**src/rtl/regfile_mp.sv**
```systemverilog
// regfile_mp: multi-read-port register file with reset clear sweep and optional write-to-read bypass
module regfile_mp #(
  parameter int DATA_W  = 32,
  parameter int ADDR_W  = 5,
  parameter int NUM_RD  = 2,
  parameter int BYPASS  = 1,
  parameter int SP_IDX  = 29,
  parameter int SP_INIT = 51199,
  parameter int GP_IDX  = 28,
  parameter int GP_INIT = 6300
) (
  input  logic                     clk,
  input  logic                     rst,
  output logic                     busy,
  input  logic                     we,
  input  logic [ADDR_W-1:0]        waddr,
  input  logic [DATA_W-1:0]        wdata,
  input  logic [NUM_RD*ADDR_W-1:0] raddr,
  output logic [NUM_RD*DATA_W-1:0] rdata
);
  localparam int DEPTH = 1 << ADDR_W;
  // Out-of-range pointer indices are disabled rather than aliased onto a low entry
  localparam bit SP_ON = SP_IDX >= 0 && SP_IDX < DEPTH;
  localparam bit GP_ON = GP_IDX >= 0 && GP_IDX < DEPTH;
  localparam logic [ADDR_W-1:0] SP_A = ADDR_W'(SP_IDX);
  localparam logic [ADDR_W-1:0] GP_A = ADDR_W'(GP_IDX);
  localparam logic [DATA_W-1:0] SP_V = DATA_W'($unsigned(SP_INIT));
  localparam logic [DATA_W-1:0] GP_V = DATA_W'($unsigned(GP_INIT));

  typedef enum logic {CLEAR, READY} state_t;
  state_t state, state_nx;
  logic [ADDR_W-1:0] ptr;
  logic [DATA_W-1:0] sweep_val;
  logic [DATA_W-1:0] mem [DEPTH];

  always_ff @(posedge clk) begin
    state <= rst ? CLEAR : state_nx;
    ptr   <= rst ? '0 : (state == CLEAR) ? ptr + 1'b1 : ptr;
  end

  always_comb begin
    state_nx  = (state == CLEAR && &ptr) ? READY : state;
    busy      = state == CLEAR;
    sweep_val = (SP_ON && ptr == SP_A) ? SP_V : (GP_ON && ptr == GP_A) ? GP_V : '0;
  end

  // Reset wins over both the sweep and external writes
  always_ff @(posedge clk)
    if (!rst) begin
      if (state == CLEAR) mem[ptr] <= sweep_val;
      else if (we && waddr != '0) mem[waddr] <= wdata;
    end

  for (genvar k = 0; k < NUM_RD; k++) begin : g_rd
    logic [ADDR_W-1:0] a;
    logic [DATA_W-1:0] q;
    assign a = raddr[k*ADDR_W +: ADDR_W];
    assign rdata[k*DATA_W +: DATA_W] = q;
    always_ff @(posedge clk)
      q <= (rst || busy || a == '0) ? '0 :
           (BYPASS != 0 && we && waddr == a) ? wdata : mem[a];
  end
endmodule
```
**config.mk**
```make
export PLATFORM = sky130hd
export DESIGN_NAME = regfile_mp
export DESIGN_NICKNAME = d
export VERILOG_FILES = /design/src/rtl/regfile_mp.sv
export SDC_FILE = /design/constraint.sdc
export NUM_CORES = 1
export LEC_CHECK = 0
export CAP_MARGIN = 15
export CORE_MARGIN = 2
export CORE_UTILIZATION = 45
export DETAILED_ROUTE_END_ITERATION = 12
export HOLD_SLACK_MARGIN = 0.03
export MAX_ROUTING_LAYER = met4
export PLACE_DENSITY = 0.62
export REMOVE_ABC_BUFFERS = 1
export SLEW_MARGIN = 20
export SYNTH_ARGS = -nofsm -noshare
export SYNTH_HDL_FRONTEND = slang
export SYNTH_SLANG_ARGS = --single-unit
```
**constraint.sdc**
```tcl
create_clock -name clk -period 4 [get_ports clk]
set_input_delay 0.4 -clock clk [delete_from_list [all_inputs] [get_ports clk]]
set_output_delay 0.4 -clock clk [all_outputs]
set_load 0.01 [all_outputs]
```
==> results of run 1 <==
==> flip-flops by register name, indices dropped and copies added, names as in the netlist <==
| name | flops |
|---|---|
| state | 1 |
| g_rd.q | 64 |
| ptr | 5 |
| mem | 1024 |
==> synthesized netlist by cell type (51+ instances only) <==
cell type,instances,share of area (%)
mux2i_1,486,9.6
buf_2,81,0.80
dfxtp_1,70,2.8
nand3_1,120,1.2
nor3_1,68,0.67
clkbuf_1,138,1.0
a21oi_1,116,1.1
mux4_2,270,12
nand2_1,61,0.45
a22oi_1,322,4.8
edfxtp_1,1024,61
nor2_1,51,0.38
==> report_power, final <==
| part | total, mW | leakage [nW] | switching (mW) | internal [mW] |
|---|---|---|---|---|
| logic | 1.75 | 7.98 | 1.11 | 0.638 |
| registers | 12.4 | 9.92 | 0.0391 | 12.4 |
| clock network | 11.0 | 1.89 | 4.53 | 6.49 |
| total | 25.2 | 19.8 | 5.68 | 19.5 |
==> layer usage <==
layer	wire [um]	track usage [%]	share of wire (%)	up-vias
met3	20800	6.71	12	545
met1	65800	40.7	38	17113
met5	0	-	0	-
li1	-	-	-	13165
met4	8610	13.7	4.9	0
met2	79300	46.3	45	2345
==> final cells by class <==
class | count | area (sq um) | share of cell area [%]
clock inverters | 57 | 766 | 1.31
well taps | 1488 | 1860 | 3.18
inverters | 38 | 143 | 0.243
diodes | 1 | 2.50 | 0.00427
flip-flops and latches | 1094 | 32200 | 54.9
clock buffers | 151 | 3110 | 5.31
repair buffers | 308 | 3070 | 5.24
multi-input cells | 1714 | 17500 | 29.9
==> worst min path at each step <==
stage,endpoint,cells after the start,start
6_report,g_rd[0].q[30],3,wdata[30]
2_1_floorplan,ptr[0],1,rst
3_5_place_dp,ptr[3],2,ptr[3]
3_3_place_gp,ptr[3],2,ptr[3]
4_1_cts,g_rd[0].q[30],3,wdata[30]
5_1_grt,g_rd[0].q[30],3,wdata[30]
==> kinds of logic after synthesis <==
logic type,count (synthesis),synth area share [%]
AO/OA/AOI/OAI,555,7.99
XOR/XNOR,5,0.0867
adder cells (fa/ha/maj),4,0.0991
buffers and inverters,294,2.56
flip-flops,1094,63.6
multiplexers,758,21.7
AND/OR/NAND/NOR,392,3.93
==> layout by cell type (no fill, tap or decap), drive strengths merged, types with 3 or more instances in the layout <==
cell type      netlist  layout
nand2b               5       5
edfxtp            1024    1024
nand4               40      40
or2                  3       3
a22o                26      26
dfxtp               70      70
o22ai                3       3
a22oi              322     322
clkinv               0      34
buf                117     198
clkinvlp             0       4
and2                 6       6
o211ai               3       3
a211oi              32      32
nor2                51      51
bufinv               0      16
xnor2                3       3
mux4               270     270
nand2               61      61
and3b                3       3
nand3              120     120
mux2i              486     486
nor2b               12      12
clkdlybuf4s50        0     110
clkbuf             139     151
a21oi              116     116
and3                10      10
ha                   4       4
inv                 38      41
o21ai                6       6
a31oi               28      28
a21o                 3       3
nor3                69      69
and4b                3       3
==> critical path: stages, from the launching register on <==
cell,delay [ps]
dfxtp_1,650
nand3b_1,400
a2111oi_0,700
nor4_1,180
nand4_1,180
buf_4,450
nor3_1,80
nor3_1,550
==> results.yml, run 1 <==
status:
  outcome: "finished clean"
layout:
  drive_gt1_share_pct: 22.2
  fin_cells: 4851
  postLayoutCoreUtil_pct: 52.8
  n_fill_cell: 8824
  finalInstanceArea_sq_um: 58600
  final_nets: 3322
  syn2layout_area_growth_pct: 16.0
floorplan:
  ios: 115
  dieHeight_um: 339
  core_sq_um: 111000
  die-area_sq_um: 115000
  num_rows: 122
  start_util_pct: 45.5
  die_w_um: 339
power:
  ir_worst_vdd_mv: 0.360
  total_power_mw: 25.2
  power.leakage_nw: 19.8
  powerDensity_nw_per_um2: 430
synth:
  yosys_warnings: 0
  async_flop_share_pct: 0
  synth-edff-count: 1024
  syn_area_sq_um: 50500
  ys_ff_latch: 1094
  yosysSeqAreaShare_pct: 63.6
  syn-mean-instance-area_sq_um: 16.3
  synth.distinct_cells: 65
  synthFlopType: "edfxtp_1"
  netlist_instances: 3102
clock_network:
  cts_hold_buf: 0
  cts_made_buffers: 112
  insertion_delay_ps: 730
  post_cts_buffers: 0
  cts_tree: "done"
  htreeDepth: 3
  clockBufferDepth: 3
  clk_pin_slew_ps: 60
  post_cts_resize_count: 0
  root_buffer: "clkbuf_16"
  clkSinkCount: 1094
sta:
  period_share_pct: 85.0
  rsz0062_at_grt: "no"
  skew_ps: 49.0
  hold_viol_final: 0
  slew_violations: 0
  finalSetupViolCount: 0
  setup_slack_ps: 599
  tns_ps: 0
  worstMarginPinSlew_ps: 953
  whs_ps: 311
  max-slew-margin-rel_pct: 36.4
  min_period_ps: 3400
  fmax_mhz: 294
worst_setup_path:
  reg2reg_from: "state"
  worstPathArrival_ps: 3950
  endpoint: "g_rd[1].q[1]"
  rrSetupSlack_ps: 600
  worstSetupStartpoint: "state"
  cp-start-kind: "flop"
  rr_endpoint: "g_rd[1].q[1]"
  required_ps: 4550
  path_max_fanout: 16
  worst_setup_path_end_kind: "flop"
  rr_worst_depth: 7
  critical_path_class: "reg2reg"
placement:
  dp.final_hpwl_mm: 99.8
  place_ws_ps: 226
  gp_congestion: 0.931
  portBuffers: 114
  post-place-cells: 4642
  placed_area_sq_um: 54700
detailed_routing:
  avgRoutedWirePerCell_um: 36.0
  drt-initial-drc-count: 4789
  route.detailed.drc: 0
  antenna_left: 0
  drt-total-wl_mm: 175
  vias: 33168
  vias_per_cell: 6.84
  drtPass1Iterations: 6
grt:
  grt_max_degree: 65
  grt.overflow.total: 0
  grt_pass1_wl_mm: 245
  first_global_vias: 33281
  grt_usage_pct: 30.9
  antenna_found_initial: 3
job:
  maxCapViolations: 0
min_path:
  hp-class: "in2reg"
No activity file was read; power rests on OpenSTA's default activity.
==> inputs of run 2 (changes only) <==
CORE_MARGIN = 3   (was 2)
RECOVER_POWER = 50   (was unset)
==> results.yml, run 2 (synthesized netlist as in run 1, its figures left out) <==
status:
  outcome: "finished, violations left"
  violations: "capacitance limit, slew limit"
detailed_routing:
  drt-total-wl_mm: 170
  route.detailed.drc: 0
  vias: 32826
  wl_met2_mm: 77.9
  drt-met1-wl_mm: 67.0
  antenna_left: 0
  wl_met3_mm: 18.2
  drt-initial-drc-count: 4575
  drtPass1Iterations: 6
  top_layer: "met4"
  avgRoutedWirePerCell_um: 34.9
  vias_per_cell: 6.73
power:
  powerDensity_nw_per_um2: 428
  ir_worst_vdd_mv: 0.497
  total_power_mw: 25.0
  power.leakage_nw: 20.0
layout:
  final_cell_mix: "edfxtp_1, mux2i_1, a22oi_1"
  layout_commonest_cell: "edfxtp_1"
  syn2layout_area_growth_pct: 15.7
  fin_cells: 4878
  drive_gt1_share_pct: 21.7
  finalInstanceArea_sq_um: 58500
  postLayoutCoreUtil_pct: 52.7
  top_register: "mem"
  n_fill_cell: 8867
  largestRegisters: "mem x1024, g_rd.q x64, ptr x5"
  largest_reg_flops: 1024
  final_nets: 3341
worst_setup_path:
  slowest_delay_ps: 1020
  cp_num_buf_inv: 2
  cp_top_family: "buffers and inverters"
  worstPathArrival_ps: 3990
  cp_slowest_cell: "buf_2"
  required_ps: 4310
  reg2reg_from: "state"
  worstSetupStartpoint: "state"
  worst_setup_path_end_kind: "flop"
  path_max_fanout: 32
  cp-start-kind: "flop"
  critical_path_class: "reg2reg"
  crit_chain: "nand3b_1 -> a21oi_4 -> a22oi_1 -> buf_4 -> nor2_1 -> buf_2"
floorplan:
  die_w_um: 341
  start_util_pct: 45.5
  dieHeight_um: 341
  num_rows: 122
  die-area_sq_um: 116000
  core_sq_um: 111000
  ios: 115
min_path:
  hold_start: "wdata[13]"
  hp-class: "in2reg"
sta:
  min_period_ps: 3670
  skew_ps: 38.8
  period_share_pct: 91.8
  setup_slack_ps: 329
  max-slew-margin-rel_pct: -13.6
  rsz0062_at_grt: "no"
  worstMarginPinSlew_ps: 1700
  fmax_mhz: 272
  hold_viol_final: 0
  slew_violations: 145
  finalSetupViolCount: 0
grt:
  antenna_found_initial: 5
  grt_pass1_wl_mm: 242
  grt_max_degree: 76
  grt_usage_pct: 29.9
  grt.overflow.total: 0
  first_global_vias: 33042
clock_network:
  root_buffer: "clkbuf_16"
  clockBufferDepth: 3
  clkSinkCount: 1094
  post_cts_buffers: 0
  cts_made_buffers: 114
  clk_pin_slew_ps: 60
  htreeDepth: 3
  insertion_delay_ps: 740
  cts_hold_buf: 0
  post_cts_resize_count: 0
  cts_tree: "done"
placement:
  dp.final_hpwl_mm: 105
  placed_area_sq_um: 54900
  gp_congestion: 0.944
  post-place-cells: 4659
  portBuffers: 114
  place_ws_ps: 485
job:
  maxCapViolations: 5
## run 2: final timing paths
| path | end | slack (ps) | depth (start not counted) |
|---|---|---|---|
| max | mem[24][4] | 330 | 6 |
| min | g_rd[0].q[13] | 260 | 3 |
| max reg2reg | mem[24][4] | 330 | 6 |
| min reg2reg | ptr[2] | 700 | 3 |
## run 2: final cells by class
type / count / area [sq um] / share of cell area [%]
diodes: 4 / 10.0 / 0.0171
clock buffers: 146 / 3010 / 5.15
clock inverters: 69 / 803 / 1.37
inverters: 38 / 143 / 0.244
multi-input cells: 1714 / 17400 / 29.8
flip-flops and latches: 1094 / 32200 / 55.0
well taps: 1488 / 1860 / 3.18
repair buffers: 325 / 3070 / 5.25
## run 2: metrics by stage
stage | TNS [ps] | hold slack (ps)
3_5_place_dp | 0 | 680
3_3_place_gp | 0 | 680
2_1_floorplan | -292770 | 472
5_1_grt | 0 | 278
6_report | 0 | 263
4_1_cts | 0 | 230
## run 2: metal layers
metal,up-vias,GRT usage (%)
met3,381,6.05
met4,0,11.3
li1,13225,-
met1,17162,40.6
met2,2058,44.8
met5,-,-
## run 2: power breakdown
part / total (mW) / internal (mW) / switching, mW
Clock: 10.8 / 6.20 / 4.63
Combinational: 1.76 / 0.648 / 1.11
Sequential: 12.4 / 12.4 / 0.0378
## run 2: worst register-to-register path, cell delays in order (launching register included)
cell and delay [ps]:
dfxtp_1 710, nand3b_1 460, a21oi_4 520, a22oi_1 180, buf_4 250, nor2_1 100, buf_2 1020
